File: src/rtl/uart_tx_arbiter_pkg.sv
// Shared types and constants for the buart transmit arbiter.
package uart_arb_pkg;

  // Arbiter FSM encoding
  typedef enum logic [1:0] {
    ARB   = 2'd0,
    HOLD  = 2'd1,
    SEND  = 2'd2,
    DRAIN = 2'd3
  } arb_state_t;

  // System clock and the default lock timeout of 1 ms at that clock
  localparam int CLKFREQ         = 30_000_000;
  localparam int DEFAULT_TIMEOUT = CLKFREQ / 1000;

endpackage

File: src/rtl/uart_tx_arbiter_if.sv
// Requester byte streams plus the buart strobe interface, bundled for the arbiter.
// master: the arbiter's view. slave: the requesters/buart/observer view.
interface uart_tx_arbiter_if #(
  parameter int NREQ = 2
);

  logic [NREQ-1:0]   req_valid;
  logic [8*NREQ-1:0] req_data;
  logic [NREQ-1:0]   req_last;
  logic [NREQ-1:0]   req_ready;
  logic              uart_wr;
  logic [7:0]        uart_tx_data;
  logic              uart_busy;
  logic [NREQ-1:0]   grant;
  logic              timeout_pulse;

  modport master (
    input  req_valid, req_data, req_last, uart_busy,
    output req_ready, uart_wr, uart_tx_data, grant, timeout_pulse
  );

  modport slave (
    output req_valid, req_data, req_last, uart_busy,
    input  req_ready, uart_wr, uart_tx_data, grant, timeout_pulse
  );

endinterface

File: src/rtl/uart_tx_arbiter_rr_pick.sv
// Round-robin picker: first set request searching cyclically upward from i_ptr.
// Purely combinational; reusable for any shared peripheral.
module uart_rr_pick #(
  parameter  int NREQ = 2,
  localparam int PW   = (NREQ > 1) ? $clog2(NREQ) : 1
) (
  input  logic [NREQ-1:0] i_req,
  input  logic [PW-1:0]   i_ptr,
  output logic [NREQ-1:0] o_pick,
  output logic [PW-1:0]   o_idx,
  output logic            o_any
);

  // One extra bit so ptr+offset can be wrapped explicitly for non-power-of-2 NREQ
  localparam logic [PW:0] NREQ_W = (PW+1)'(NREQ);

  logic [PW:0]   w_sum;
  logic [PW-1:0] w_slot;

  // Scan offsets 0..NREQ-1 from the pointer and keep the first hit
  always_comb begin
    o_pick = '0;
    o_idx  = '0;
    o_any  = 1'b0;
    w_sum  = '0;
    w_slot = '0;
    for (int k = 0; k < NREQ; k++) begin
      w_sum = {1'b0, i_ptr} + (PW+1)'(k);
      if (w_sum >= NREQ_W) w_sum = w_sum - NREQ_W;
      w_slot = w_sum[PW-1:0];
      if (!o_any && i_req[w_slot]) begin
        o_any          = 1'b1;
        o_pick[w_slot] = 1'b1;
        o_idx          = w_slot;
      end
    end
  end

endmodule

File: src/rtl/uart_tx_arbiter.sv
// Shares one buart transmitter between NREQ byte-stream requesters.
// Round-robin between packets, locked to the owner until its "last" byte drains.
//
// state | meaning
// ARB   | unowned; accept first valid requester from ptr when buart idle
// HOLD  | locked to grant; wait for owner's next byte, count stall cycles
// SEND  | uart_wr high for one cycle with the captured byte
// DRAIN | wait for buart idle; release on last byte, else back to HOLD
module uart_tx_arbiter
  import uart_arb_pkg::*;
#(
  parameter int NREQ    = 2,
  parameter int TIMEOUT = DEFAULT_TIMEOUT
) (
  input  logic              i_clk,
  input  logic              i_reset,
  uart_tx_arbiter_if.master io_bus
);

  localparam int              PW       = (NREQ > 1) ? $clog2(NREQ) : 1;
  localparam int              CW       = $clog2(TIMEOUT + 1);
  localparam logic [CW-1:0]   CNT_TC   = CW'(TIMEOUT - 1);
  localparam logic [PW-1:0]   LAST_IDX = PW'(NREQ - 1);

  arb_state_t      r_state;
  logic [NREQ-1:0] r_grant;
  logic [PW-1:0]   r_owner;
  logic [PW-1:0]   r_ptr;
  logic [CW-1:0]   r_cnt;
  logic            r_last;
  logic            r_uart_wr;
  logic [7:0]      r_tx_data;
  logic            r_timeout_pulse;

  logic [NREQ-1:0] w_pick;
  logic [PW-1:0]   w_pick_idx;
  logic            w_any;
  logic            w_owner_valid;
  logic            w_accept_arb;
  logic            w_accept_hold;
  logic [NREQ-1:0] w_ready;
  logic [7:0]      w_sel_data;
  logic            w_sel_last;
  logic [PW-1:0]   w_next_ptr;

  uart_rr_pick #(
    .NREQ (NREQ)
  ) u_pick (
    .i_req  (io_bus.req_valid),
    .i_ptr  (r_ptr),
    .o_pick (w_pick),
    .o_idx  (w_pick_idx),
    .o_any  (w_any)
  );

  // Accept decisions and the one-hot ready strobe; never in SEND/DRAIN
  always_comb begin
    w_owner_valid = |(io_bus.req_valid & r_grant);
    w_accept_arb  = (r_state == ARB)  && w_any         && !io_bus.uart_busy;
    w_accept_hold = (r_state == HOLD) && w_owner_valid && !io_bus.uart_busy;
    if (w_accept_arb)       w_ready = w_pick;
    else if (w_accept_hold) w_ready = r_grant;
    else                    w_ready = '0;
    w_next_ptr = (r_owner == LAST_IDX) ? '0 : r_owner + PW'(1);
  end

  // Mux the byte and last flag of whichever requester is being accepted
  always_comb begin
    w_sel_data = '0;
    w_sel_last = 1'b0;
    for (int i = 0; i < NREQ; i++) begin
      if (w_ready[i]) begin
        w_sel_data = io_bus.req_data[8*i +: 8];
        w_sel_last = io_bus.req_last[i];
      end
    end
  end

  // Arbiter FSM with registered buart strobe, data, grant and timeout pulse
  always_ff @(posedge i_clk) begin
    if (i_reset) begin
      r_state         <= ARB;
      r_grant         <= '0;
      r_owner         <= '0;
      r_ptr           <= '0;
      r_cnt           <= '0;
      r_last          <= 1'b0;
      r_uart_wr       <= 1'b0;
      r_tx_data       <= 8'h00;
      r_timeout_pulse <= 1'b0;
    end else begin
      r_timeout_pulse <= 1'b0;
      case (r_state)
        ARB: begin
          if (w_accept_arb) begin
            r_grant   <= w_pick;
            r_owner   <= w_pick_idx;
            r_tx_data <= w_sel_data;
            r_last    <= w_sel_last;
            r_uart_wr <= 1'b1;
            r_state   <= SEND;
          end
        end
        HOLD: begin
          // A byte arriving in the timeout cycle still transfers
          if (w_accept_hold) begin
            r_tx_data <= w_sel_data;
            r_last    <= w_sel_last;
            r_cnt     <= '0;
            r_uart_wr <= 1'b1;
            r_state   <= SEND;
          end else if (!w_owner_valid) begin
            if (r_cnt >= CNT_TC) begin
              r_timeout_pulse <= 1'b1;
              r_grant         <= '0;
              r_ptr           <= w_next_ptr;
              r_cnt           <= '0;
              r_state         <= ARB;
            end else begin
              r_cnt <= r_cnt + CW'(1);
            end
          end
        end
        SEND: begin
          r_uart_wr <= 1'b0;
          r_state   <= DRAIN;
        end
        DRAIN: begin
          // Entered one cycle after wr, by which time the buart shows busy
          if (!io_bus.uart_busy) begin
            if (r_last) begin
              r_grant <= '0;
              r_ptr   <= w_next_ptr;
              r_state <= ARB;
            end else begin
              r_state <= HOLD;
            end
          end
        end
        default: r_state <= ARB;
      endcase
    end
  end

  assign io_bus.req_ready     = w_ready;
  assign io_bus.uart_wr       = r_uart_wr;
  assign io_bus.uart_tx_data  = r_tx_data;
  assign io_bus.grant         = r_grant;
  assign io_bus.timeout_pulse = r_timeout_pulse;

endmodule
File: src/flat_wrapper.sv
// flat-port wrapper written by rule: the top's interface ports become plain ports
module uart_tx_arbiter_flat import uart_arb_pkg::*;
#(
  parameter int NREQ    = 2,
  parameter int TIMEOUT = DEFAULT_TIMEOUT
)
  (i_clk, i_reset, io_bus_req_valid, io_bus_req_data, io_bus_req_last, io_bus_uart_busy, io_bus_req_ready, io_bus_uart_wr, io_bus_uart_tx_data, io_bus_grant, io_bus_timeout_pulse);
  uart_tx_arbiter_if #(.NREQ(NREQ)) io_bus_i ();
  input  logic i_clk;
  input  logic i_reset;
  input wire logic [$bits(io_bus_i.req_valid)-1:0] io_bus_req_valid;
  input wire logic [$bits(io_bus_i.req_data)-1:0] io_bus_req_data;
  input wire logic [$bits(io_bus_i.req_last)-1:0] io_bus_req_last;
  input wire logic [$bits(io_bus_i.uart_busy)-1:0] io_bus_uart_busy;
  output wire logic [$bits(io_bus_i.req_ready)-1:0] io_bus_req_ready;
  output wire logic [$bits(io_bus_i.uart_wr)-1:0] io_bus_uart_wr;
  output wire logic [$bits(io_bus_i.uart_tx_data)-1:0] io_bus_uart_tx_data;
  output wire logic [$bits(io_bus_i.grant)-1:0] io_bus_grant;
  output wire logic [$bits(io_bus_i.timeout_pulse)-1:0] io_bus_timeout_pulse;
  assign io_bus_i.req_valid = io_bus_req_valid;
  assign io_bus_i.req_data = io_bus_req_data;
  assign io_bus_i.req_last = io_bus_req_last;
  assign io_bus_i.uart_busy = io_bus_uart_busy;
  assign io_bus_req_ready = io_bus_i.req_ready;
  assign io_bus_uart_wr = io_bus_i.uart_wr;
  assign io_bus_uart_tx_data = io_bus_i.uart_tx_data;
  assign io_bus_grant = io_bus_i.grant;
  assign io_bus_timeout_pulse = io_bus_i.timeout_pulse;
  uart_tx_arbiter #(.NREQ(NREQ), .TIMEOUT(TIMEOUT)) u_core (.i_clk(i_clk), .i_reset(i_reset), .io_bus(io_bus_i));
endmodule
File: config.mk
export PLATFORM = sky130hd
export DESIGN_NAME = uart_tx_arbiter_flat
export DESIGN_NICKNAME = d
export VERILOG_FILES = /design/src/rtl/uart_tx_arbiter_pkg.sv /design/src/rtl/uart_tx_arbiter_if.sv /design/src/rtl/uart_tx_arbiter_rr_pick.sv /design/src/rtl/uart_tx_arbiter.sv /design/src/flat_wrapper.sv
export SDC_FILE = /design/constraint.sdc
export NUM_CORES = 1
export LEC_CHECK = 0
export BUFFER_PORTS_ARGS = -buffer_cell sky130_fd_sc_hd__buf_2
export CORE_MARGIN = 2
export CORE_UTILIZATION = 53
export CTS_BUF_LIST = sky130_fd_sc_hd__clkbuf_16
export CTS_CLUSTER_DIAMETER = 100
export DETAILED_ROUTE_END_ITERATION = 16
export HOLD_SLACK_MARGIN = 0.12
export PLACE_DENSITY = 0.75
export SLEW_MARGIN = 20
export SYNTH_ARGS = -nofsm -noshare
export SYNTH_HDL_FRONTEND = slang
export SYNTH_HIERARCHICAL = 1
export SYNTH_SLANG_ARGS = --single-unit
File: constraint.sdc
create_clock -name i_clk -period 2.3 [get_ports i_clk]
set_input_delay 0.46 -clock i_clk [delete_from_list [all_inputs] [get_ports i_clk]]
set_output_delay 0.46 -clock i_clk [all_outputs]
set_load 0.1 [all_outputs]
* Yosys cells after proc, flatten, opt, wreduce, memory -nomap -nowiden *
Cells that the tools add are included.
W data, S select, Z words.

operators by class
  bitwise operators = 3
  $lt $le $gt $ge = 7
  reduce and logical (&&, ||, !) cells = 23
  muxes and demuxes = 54
  equality and inequality tests = 13
  add/sub/neg operators = 5

operators by type and width
  operator                 number
  $mux W15                 3
  $mux W8                  4
  $mux W1                  26
  $mux W2                  13
  $pmux W8 S2              1
  $add A15 B1 Y15 const B  1
  $ge A15 B15 Y1 const B   1
  $ne A2 B2 Y1 const B     5
  $pmux W2 S4              1
  $logic_and A1 B1 Y1      7
  $reduce_and A7 Y1        1
  $ne A2 B1 Y1 const B     3
  $pmux W2 S3              1
  $reduce_and A3 Y1        2
  $reduce_and A6 Y1        1
  $reduce_bool A3 Y1       2
  $reduce_or A5 Y1         1
  $eq A2 B2 Y1 const B     2
  $lt A1 B2 Y1 const B     2
  $pmux W1 S2              2
  $reduce_and A2 Y1        2
  $reduce_and A4 Y1        1
  $reduce_bool A2 Y1       2
  $ne A3 B2 Y1 const B     1
  other kinds (16)         20

word-level totals
  register bits = 32
  input port bits = 23
  output and inout bits = 14

* Longest topological paths before layout *
Gate-level depths: netlist of the first run.

  depth in word-level cells = 15
  mapped depth = 7
  mapped depth without buffers = 7

* Cells and area by module *
The synthesis of the first run kept the hierarchy.

by module, submodules not included
  module           times used  cells an instance  area an instance (µm²)
  uart_tx_arbiter  1           180                1605.3
  uart_rr_pick     1           5                  32.5

* Worst setup path after synthesis of the first run *
OpenSTA, ideal clock, no wires.

  kind = register to output
  start point = reg u_core.r_grant[0] (netlist: u_core/io_bus.grant[0])
  end point = out io_bus_req_ready[0]
  stages on the path, launching flop included = 5
  arrival time = 2.023 ns
  data required time = 1.840 ns
  path slack = -0.183 ns
  buffers on the path = 1
  cells stage by stage = dfxtp_1 a22oi_1 nor3_2 a32o_1 buf_4

between the ends
  cells in the longest elaborated chain, start to end = 6

RTL lines
  element                            RTL line               text
  start: declaration                 uart_tx_arbiter.sv:26  logic [NREQ-1:0] r_grant;
  start signal: assignment           uart_tx_arbiter.sv:96  r_grant <= w_pick;
  $and A2 B2 Y2                      uart_tx_arbiter.sv:58  w_owner_valid = |(io_bus.req_valid & r_grant);
  $reduce_or A2 Y1                   uart_tx_arbiter.sv:58
  $logic_and A1 B1 Y1 (2 in series)  uart_tx_arbiter.sv:60  w_accept_hold = (r_state == HOLD) && w_owner_valid && !io_bus.uart_busy;
  $mux W2 *                          uart_tx_arbiter.sv:62  else if (w_accept_hold) w_ready = r_grant;
  $mux W2 *                          uart_tx_arbiter.sv:61  if (w_accept_arb) w_ready = w_pick;
  end: declaration                   flat_wrapper.sv:15     output wire logic [$bits(io_bus_i.req_ready)-1:0] io_bus_req_ready;

Every way passes the cells marked *; elsewhere a longest branch is shown, timed or not.

* Worst setup path in the final report of the first run *
  start point = reg u_core.r_state[1]
  end point = out io_bus_req_ready[0]

between the ends
  cells in the longest elaborated chain, start to end = 5

RTL lines
  element                            RTL line                text
  start: declaration                 uart_tx_arbiter.sv:25   arb_state_t r_state;
  start signal: assignment           uart_tx_arbiter.sv:82   r_state <= ARB;
  start signal: assignment           uart_tx_arbiter.sv:101  r_state <= SEND;
  start signal: assignment           uart_tx_arbiter.sv:111  r_state <= SEND;
  $eq A2 B1 Y1                       uart_tx_arbiter.sv:60
  $logic_and A1 B1 Y1 (2 in series)  uart_tx_arbiter.sv:60
  $mux W2                            uart_tx_arbiter.sv:62
  $mux W2 *                          uart_tx_arbiter.sv:61

Marks and branches as above.

==> results of run 1 <==
-- worst register-to-register path: stages, from the launching register on --
cell and delay [ns]:
dfxtp_1 0.41, ha_1 0.23, a21oi_1 0.06, o21ai_0 0.22, a2bb2oi_2 0.16, o31ai_4 0.56
nor2_1 0.12
-- area by class of cell --
cell class	instances	area [sq um]	share of cell area
multi-input combinational	139	935	0.465
sequential	32	644	0.321
timing repair buffer	38	225	0.112
clock buffer	5	125	0.0623
tap	33	41.3	0.0206
clock inverter	3	18.8	0.00935
inverter	5	18.8	0.00935
-- cell families (layout without fill, tap and decap cells) --
kind of cell,count (synthesis),count (layout),share of synthesized area
mux,2,2,0.0130
buf+inv,14,51,0.0420
simple gates,74,74,0.236
compound gates,50,50,0.246
flops,32,32,0.391
fa+ha+maj,1,1,0.00764
xor+xnor,12,12,0.0642
-- worst max-delay path by stage --
stage               slack, ns  cells past startpoint             endpoint                                start
floorplan                0.18                      4  io_bus_req_ready[1]  u_core/io_bus.grant[0]$_SDFFE_PP0P_
global placement         0.26                      7  io_bus_req_ready[1]                  io_bus_req_valid[0]
detailed placement       0.24                      7  io_bus_req_ready[1]                  io_bus_req_valid[0]
CTS                      0.05                      4  io_bus_req_ready[0]       u_core/r_state[0]$_SDFFE_PP0P_
global route             0.03                      4  io_bus_req_ready[0]       u_core/r_state[1]$_SDFFE_PP0P_
finish                   0.13                      4  io_bus_req_ready[0]       u_core/r_state[1]$_SDFFE_PP0P_
-- per-stage QoR --
step	utilization	setup slack (ns)	area, sq um	std cells	hold WS (ns)
2_1_floorplan	-	0.181	1640	185	0.437
3_3_place_gp	0.618	0.260	1860	247	0.450
3_5_place_dp	0.618	0.242	1860	247	0.452
4_1_cts	0.668	0.0457	2010	255	0.425
5_1_grt	0.669	0.0308	2010	255	0.445
6_report	0.669	0.134	2010	255	0.433
-- cells in the mapped netlist (2+ instances only) --
cell,number
nand4_1,4
nand2b_1,4
nand3_1,17
and3_1,4
a22oi_1,10
a21oi_1,17
o21ai_0,3
inv_1,4
a32o_1,4
nand2_1,11
a21boi_1,3
clkbuf_1,3
nor2b_1,2
nor2_1,21
dfxtp_1,32
buf_2,3
xor2_1,9
xnor2_1,3
-- where the power goes --
part	total [mW]	leakage (nW)	internal (mW)	switching, mW
clock network	0.634	0.0635	0.396	0.238
logic	0.279	0.468	0.0785	0.200
registers	0.604	0.261	0.578	0.0261
total	1.52	0.792	1.05	0.465
-- routing by layer --
| metal | up-vias | track usage |
|---|---|---|
| li1 | 743 | - |
| met1 | 738 | 0.284 |
| met2 | 52 | 0.367 |
| met3 | 6 | 0.0852 |
| met4 | 0 | 0.111 |
| met5 | - | 0 |
-- what timing repair did --
| action | in CTS | in global routing |
|---|---|---|
| pin swaps | 0 | 0 |
| hold buffers | 0 | 0 |
| gates resized for setup | 1 | 1 |
| setup endpoints to repair | 1 | 1 |
-- state kept, by name (all words and copies together), names as in the netlist --
signal and count:
u_core/r_cnt 15, u_core/io_bus.uart_tx_data 8, u_core/io_bus.grant 2, u_core/r_state 2, u_core/io_bus.timeout_pulse 1, u_core/io_bus.uart_wr 1
u_core/r_last 1, u_core/r_owner 1, u_core/r_ptr 1
==> results_dict.tcl, run 1 <==
set metrics [dict create \
    status "completed" \
    wl_met1_mm 1.62 \
    layout_min_cycle_time_ns 2.17 \
    required_ns 1.84 \
    drtPass1Iterations 4 \
    clk_path_buf_depth 2 \
    final-setup-viol-count 0 \
    yosysWarningCount 6 \
    numClockSinks 32 \
    die-width_microns 59.6 \
    hold_viol 0 \
    initial_utilization 0.545 \
    dr_wl_met2_mm 1.69 \
    peakVddDrop_mv 0.509 \
    worstSetupPathType "register to output pin" \
    vias_per_cell 6.04 \
    crit_slowest_cell "dfxtp_1" \
    mostFrequentLayoutCells "buf_2 (34), dfxtp_1 (29), nor2_1 (21), nand3_1 (17), a21oi_1 (17)" \
    clock_latency_ns 0.28 \
    min_from "io_bus_req_data[1]" \
    clk_pin_slew_ns 0.05 \
    path_buf_inv 1 \
    final_nets 245 \
    tns_ns 0 \
    grt_remaining_overflow 0 \
    synthArstFlopShare 0 \
    r2r_start "u_core/r_cnt[0]$_SDFFE_PP0P_" \
    cts_root_buf "clkbuf_16" \
    netlist_top_cells_area "dfxtp_1 (39%), a21oi_1 (5.2%), nand3_1 (5.2%), nor2_1 (4.8%), xor2_1 (4.8%)" \
    final_max_slew_viol_count 0 \
    cts_buffers 5 \
    fmax_ghz 0.462 \
    r2r_cells 6 \
    ctsHtreeMaxLevel 2 \
    detail-route-antenna-nets 0 \
    syn_area_per_cell_sq_um 8.85 \
    areaGrowthSynthToFinish_pct 22.6 \
    holdPathEnd "u_core/io_bus.uart_tx_data[1]$_SDFFE_PP0P_" \
    cp_cell_sequence "nand2b_4, nor3_4, a32o_1, buf_12" \
    top_layer_used "met4" \
    synth-main-ff-cell "dfxtp_1" \
    syn_inst 185 \
    wl_mm 3.62 \
    synth_top_cell_by_area "dfxtp_1" \
    fp.dieArea_sq_um 3550 \
    chipHeight_microns 59.6 \
    start_kind "register" \
    tightest_slew_ns 0.640 \
    power_mw 1.52 \
    wl_per_cell_microns 14.2 \
    hpwl_mm 2.66 \
    synth_top_area_frac 0.391 \
    rows 20 \
    reg2reg_to "u_core/r_cnt[13]$_SDFFE_PP0P_" \
    critPathMaxFanout 10 \
    power.density_nw_per_um2 755 \
    antenna_found_initial 0 \
    io_buffers 36 \
    syn_area_sq_um 1640 \
    max_slew_margin 0.573 \
    antennaDiodeCount 0 \
    cts_tree "yes" \
    reg2reg_slack_ns 0.39 \
    drcViolationCount 0 \
    ioPinCount 37 \
    synth_edf_count 0 \
    fill_cells 233 \
    yosysUniqueCellTypes 49 \
    synth-seq-area-share 0.391 \
    wl_met3_microns 248 \
    core_sq_um 3000 \
    track_usage 0.234 \
    layout-drive-gt1-share 0.275 \
    grt_max_degree 20 \
    path_delay_family "simple AND/OR/NAND/NOR gates" \
    drtIter0Drc 79 \
    grt_pass1_wl_mm 6.27 \
    worstPathArrival_ns 1.71 \
    hold_depth 3 \
    min_path_type "input pin to register" \
    power_leakage_nw 0.792 \
    route.vias.total 1539 \
    cp_slowest_stage_delay_ns 0.40 \
    cap_violations 0 \
    rsz0062_at_grt "no" \
    syn_nets 209 \
    globalplace.congestion 0.872 \
    finClkSkew_ns 0.00304 \
    ys_ff_latch 32 \
    post-cts-setup-buffer-count 0 \
    endpoint_kind "output pin" \
    final_common_cell "buf_2" \
    fin_crit_sh 0.942 \
    grt_pass1_vias 1458 \
]
Power figures use the tool's default switching activity.
==> inputs of run 2 (changes only) <==
--- a/config.mk
+++ b/config.mk
@@ -5,14 +5,15 @@
 export SDC_FILE = /design/constraint.sdc
 export NUM_CORES = 1
 export LEC_CHECK = 0
+export ABC_CLOCK_PERIOD_IN_PS = 2300
 export BUFFER_PORTS_ARGS = -buffer_cell sky130_fd_sc_hd__buf_2
 export CORE_MARGIN = 2
-export CORE_UTILIZATION = 53
+export CORE_UTILIZATION = 43
 export CTS_BUF_LIST = sky130_fd_sc_hd__clkbuf_16
 export CTS_CLUSTER_DIAMETER = 100
 export DETAILED_ROUTE_END_ITERATION = 16
 export HOLD_SLACK_MARGIN = 0.12
-export PLACE_DENSITY = 0.75
+export PLACE_DENSITY = 0.63
 export SLEW_MARGIN = 20
 export SYNTH_ARGS = -nofsm -noshare
 export SYNTH_HDL_FRONTEND = slang
==> constraint.sdc (replaced) <==
create_clock -name i_clk -period 2.3 [get_ports i_clk]
set_input_delay 0.115 -clock i_clk [delete_from_list [all_inputs] [get_ports i_clk]]
set_output_delay 0.115 -clock i_clk [all_outputs]
set_load 0.1 [all_outputs]
==> run 2 against run 1 <==
Effect of this change:
- power down 0.83%
- via count down 1.8%
- non-clock buffer count up 7
- first-iteration DRC count up 63%
- clock power down 2%
- register-to-register slack worse by 0.03 ns
- worst hold slack worse by 0.29 ns
- critical path type unchanged
==> results_dict.tcl, run 2 (synthesis gave the netlist of run 1 again) <==
set metrics [dict create \
    status "completed" \
    fmax_ghz 0.461 \
    drtIter0Drc 129 \
    grt_max_degree 20 \
    layout_min_cycle_time_ns 2.17 \
    critPathMaxFanout 11 \
    initial_utilization 0.447 \
    vias_per_cell 5.46 \
    peakVddDrop_mv 0.453 \
    antenna_found_initial 0 \
    grt_remaining_overflow 0 \
    final_max_slew_viol_count 0 \
    tightest_slew_ns 0.677 \
    cp_slowest_stage_delay_ns 0.55 \
    clock_latency_ns 0.28 \
    power_mw 1.50 \
    layout.cells.non_filler 277 \
    final_nets 252 \
    largest_register_ffs 15 \
    min_path_type "input pin to register" \
    die-width_microns 65.7 \
    hold_viol 0 \
    track_usage 0.201 \
    hpwl_mm 2.65 \
    wl_met1_mm 1.74 \
    worstPathArrival_ns 2.06 \
    max_slew_margin 0.549 \
    route.vias.total 1512 \
    layout-drive-gt1-share 0.258 \
    io_buffers 36 \
    required_ns 2.18 \
    globalplace.congestion 0.747 \
    wl_mm 3.80 \
    clk_path_buf_depth 2 \
    hold_depth 3 \
    layout_setup_ws_ns 0.129 \
    clk_pin_slew_ns 0.05 \
    wl_met3_microns 274 \
    grt_pass1_vias 1453 \
    detail-route-antenna-nets 0 \
    grt_pass1_wl_mm 6.64 \
    core_sq_um 3660 \
    final-setup-viol-count 0 \
    cp_cell_sequence "nand2b_4, nor3_2, a32o_1, buf_2" \
    min_from "io_bus_req_data[12]" \
    ioPinCount 37 \
    wl_per_cell_microns 13.7 \
    numClockSinks 32 \
    antennaDiodeCount 0 \
    reg2reg_slack_ns 0.36 \
    worstSetupPathType "register to output pin" \
    ctsHtreeMaxLevel 2 \
    start_kind "register" \
    dr_wl_met2_mm 1.71 \
    top_layer_used "met4" \
    place_ws_ns 0.408 \
    chipHeight_microns 65.7 \
    fin_crit_sh 0.944 \
    finClkSkew_ns 0.00698 \
    rows 22 \
    cts_tree "yes" \
    cts_resized 0 \
    power_leakage_nw 0.816 \
    placed_cells 261 \
    areaGrowthSynthToFinish_pct 25.6 \
    cts_buffers 5 \
    power.density_nw_per_um2 731 \
    rsz0062_at_grt "no" \
    largest_register "u_core/r_cnt" \
    tns_ns 0 \
    mostFrequentLayoutCells "buf_2 (36), dfxtp_1 (30), nor2_1 (21), nand3_1 (17), a21oi_1 (17)" \
    cts_root_buf "clkbuf_16" \
    post-cts-setup-buffer-count 0 \
    fp.dieArea_sq_um 4320 \
    drcViolationCount 0 \
    r2r_start "u_core/r_cnt[0]$_SDFFE_PP0P_" \
    reg2reg_to "u_core/r_cnt[0]$_SDFFE_PP0P_" \
    cap_violations 0 \
    endpoint_kind "output pin" \
    fill_cells 330 \
    holdPathEnd "u_core/io_bus.uart_tx_data[4]$_SDFFE_PP0P_" \
    drtPass1Iterations 4 \
    crit_slowest_cell "dfxtp_1" \
    cts_hold_buf 8 \
    hold_slack_ns 0.140 \
    r2r_cells 6 \
    final_common_cell "buf_2" \
]
[run 2: worst max path at each step]
| stage | from | endpoint | slack, ns | depth (start not counted) |
|---|---|---|---|---|
| floorplan | u_core/io_bus.grant[0]$_SDFFE_PP0P_ | u_core/io_bus.uart_tx_data[0]$_SDFFE_PP0P_ | 0.24 | 6 |
| global placement | u_core/r_state[0]$_SDFFE_PP0P_ | io_bus_req_ready[0] | 0.50 | 4 |
| detailed placement | u_core/r_cnt[0]$_SDFFE_PP0P_ | u_core/r_cnt[0]$_SDFFE_PP0P_ | 0.41 | 6 |
| CTS | u_core/r_state[0]$_SDFFE_PP0P_ | io_bus_req_ready[0] | 0.14 | 4 |
| global route | u_core/r_state[0]$_SDFFE_PP0P_ | io_bus_req_ready[0] | 0.004 | 4 |
| finish | u_core/r_state[0]$_SDFFE_PP0P_ | io_bus_req_ready[0] | 0.13 | 4 |
[run 2: cell type report]
type,count,area (sq um),area share
clock inverter,3,13.8,0.00669
multi-input combinational,139,928,0.451
tap,48,60.1,0.0292
timing repair buffer,45,268,0.130
sequential,32,643,0.313
clock buffer,5,125,0.0608
inverter,5,18.8,0.00912
[run 2: power breakdown]
group	leakage, nW	total (mW)	internal (mW)	switching [mW]
Clock	0.0710	0.619	0.392	0.227
Sequential	0.260	0.602	0.578	0.0248
Combinational	0.484	0.283	0.0804	0.202
Total	0.816	1.50	1.05	0.454
[run 2: per-stage QoR]
| step | utilization | cell area, sq um |
|---|---|---|
| 3_3_place_gp | 0.502 | 1840 |
| 5_1_grt | 0.562 | 2060 |
| 2_1_floorplan | - | 1640 |
| 6_report | 0.562 | 2060 |
| 3_5_place_dp | 0.502 | 1840 |
| 4_1_cts | 0.562 | 2060 |
[run 2: critical path, delay by kind of cell (launching register included)]
family	cells	cell delay, ns
AO/OA/AOI/OAI	1	0.23
AND/OR/NAND/NOR	2	0.55
flip-flops	1	0.55
buffers and inverters	1	0.44
[run 2: layer usage]
layer / track usage / up-vias
li1: - / 758
met1: 0.259 / 689
met2: 0.316 / 58
met3: 0.0462 / 7
met4: 0.0938 / 0
met5: 0 / -
==> inputs of run 3 (changes only) <==
--- a/config.mk
+++ b/config.mk
@@ -9,7 +9,6 @@
 export BUFFER_PORTS_ARGS = -buffer_cell sky130_fd_sc_hd__buf_2
 export CORE_MARGIN = 2
 export CORE_UTILIZATION = 43
-export CTS_BUF_LIST = sky130_fd_sc_hd__clkbuf_16
 export CTS_CLUSTER_DIAMETER = 100
 export DETAILED_ROUTE_END_ITERATION = 16
 export HOLD_SLACK_MARGIN = 0.12
==> run 3 against run 2 <==
Effect of this change:
- sequential power about the same
- largest power group is now sequential cells
- largest cell class unchanged
- combinational power about the same
- power decreased by 12%
- worst hold slack about the same
- register-to-register slack improved by 0.02 ns
- non-clock buffer count increased by 1
==> results_dict.tcl, run 3 (synthesis gave the netlist of run 1 again) <==
set metrics [dict create \
    critPathMaxFanout 11 \
    power.density_nw_per_um2 656 \
    crit_slowest_cell "buf_2" \
    max_slew_margin 0.565 \
    cts_buffers 5 \
    io_buffers 36 \
    required_ns 2.18 \
    utilization 0.553 \
    finClkSkew_ns 0.00793 \
    final-setup-viol-count 0 \
    path_delay_family "buffers and inverters" \
    grt_remaining_overflow 0 \
    fill_cells 338 \
    multi_input_area_sq_um 928 \
    chipHeight_microns 65.7 \
    final_max_slew_viol_count 0 \
    areaGrowthSynthToFinish_pct 23.5 \
    start_kind "register" \
    wl_mm 3.80 \
    final_area_sq_um 2020 \
    fp.dieArea_sq_um 4320 \
    fmax_ghz 0.473 \
    rsz0062_at_grt "no" \
    ioPinCount 37 \
    place_ws_ns 0.408 \
    cp_slowest_stage_delay_ns 0.46 \
    tightest_slew_ns 0.653 \
    drcViolationCount 0 \
    power_leakage_nw 0.799 \
    clock_latency_ns 0.28 \
    mostFrequentLayoutCells "buf_2 (35), dfxtp_1 (30), nor2_1 (21), nand3_1 (17), a21oi_1 (17)" \
    globalplace.congestion 0.747 \
    layout_min_cycle_time_ns 2.11 \
    min_from "io_bus_req_data[8]" \
    ff_latch_area_sq_um 643 \
    largest_register_ffs 15 \
    die-width_microns 65.7 \
    vias_per_cell 5.43 \
    antennaDiodeCount 0 \
    cp_cell_sequence "nor2b_2, a32o_1, nand2_2, inv_2, buf_2" \
    track_usage 0.202 \
    drtIter0Drc 119 \
    endpoint_kind "output pin" \
    peakVddDrop_mv 0.443 \
    grt_pass1_vias 1447 \
    largest_register "u_core/r_cnt" \
    final_nets 253 \
    tns_ns 0 \
    numClockSinks 32 \
    clk_path_buf_depth 2 \
    wl_per_cell_microns 13.7 \
    hpwl_mm 2.65 \
    fin_crit_sh 0.919 \
    cap_violations 0 \
    core_sq_um 3660 \
    min_path_type "input pin to register" \
    route.vias.total 1509 \
    clk_pin_slew_ns 0.07 \
    rows 22 \
    power_mw 1.33 \
    status "completed" \
    grt_max_degree 20 \
    final_common_cell "buf_2" \
    hold_viol 0 \
    antenna_found_initial 0 \
    initial_utilization 0.447 \
    placed_cell_area_sq_um 1840 \
    ctsHtreeMaxLevel 2 \
    path_buf_inv 2 \
    post-cts-setup-buffer-count 0 \
    layout-drive-gt1-share 0.261 \
    worstSetupStartpoint "u_core/r_state[0]$_SDFFE_PP0P_" \
    drtPass1Iterations 4 \
    grt_pass1_wl_mm 6.66 \
    r2r_start "u_core/r_cnt[0]$_SDFFE_PP0P_" \
    detail-route-antenna-nets 0 \
    cts_tree "yes" \
    cts_root_buf "clkbuf_8" \
    worstSetupPathType "register to output pin" \
    worstPathArrival_ns 2.00 \
    layout_setup_ws_ns 0.187 \
]
run 3: cell types whose count changed in the layout (fill, tap and decap cells not counted), sizes merged:
cell	previous run	this run
dlygate4sd3	8	9
clkbuf	5	7
clkinv	3	2
buf	37	36
run 3: routing by layer:
metal  vias up  wire length [microns]  global-route usage
li1        762                      -                   -
met2        45                   1780               0.317
met5         -                      0                   0
met1       694                   1770               0.263
met4         0                     56              0.0859
met3         8                    200              0.0462
run 3: final cells by class:
class | count | area share
Inverter | 5 | 0.00928
Tap cell | 48 | 0.0297
Timing Repair Buffer | 46 | 0.139
Clock inverter | 2 | 0.00495
Clock buffer | 6 | 0.0408
Multi-Input combinational cell | 139 | 0.459
Sequential cell | 32 | 0.318
run 3: report_power, final:
| group | switching, mW | internal [mW] | leakage [nW] |
|---|---|---|---|
| sequential | 0.0251 | 0.577 | 0.260 |
| combinational | 0.202 | 0.0821 | 0.488 |
| clock | 0.204 | 0.238 | 0.0510 |
| total | 0.431 | 0.897 | 0.799 |
run 3: path summary, 6_finish.rpt:
check                                                                  end  slack [ns]  cells past startpoint
worst max register to register                u_core/r_cnt[0]$_SDFFE_PP0P_        0.38                      6
worst max-delay path                                   io_bus_req_ready[1]        0.19                      5
worst min-delay path            u_core/io_bus.uart_tx_data[0]$_SDFFE_PP0P_        0.14                      3
worst min register to register                 u_core/r_owner$_SDFFE_PP0P_        0.46                      2
run 3: what timing repair did:
item	in CTS	in global routing
hold buffers	9	0
hold endpoints to repair	9	0
setup endpoints to repair	0	1
resized for setup	0	1
run 3: tightest hold or removal path: cells and delay by family:
kind / cells / cell delay [ns]
compound gates: 2 / 0.19
buf+inv: 1 / 0.07
run 3: per-stage QoR:
stage,instances,hold slack (ns)
after floorplan,185,0.263
after global placement,261,0.369
after detailed placement,261,0.379
after CTS,278,0.127
after global routing,278,0.146
final,278,0.140
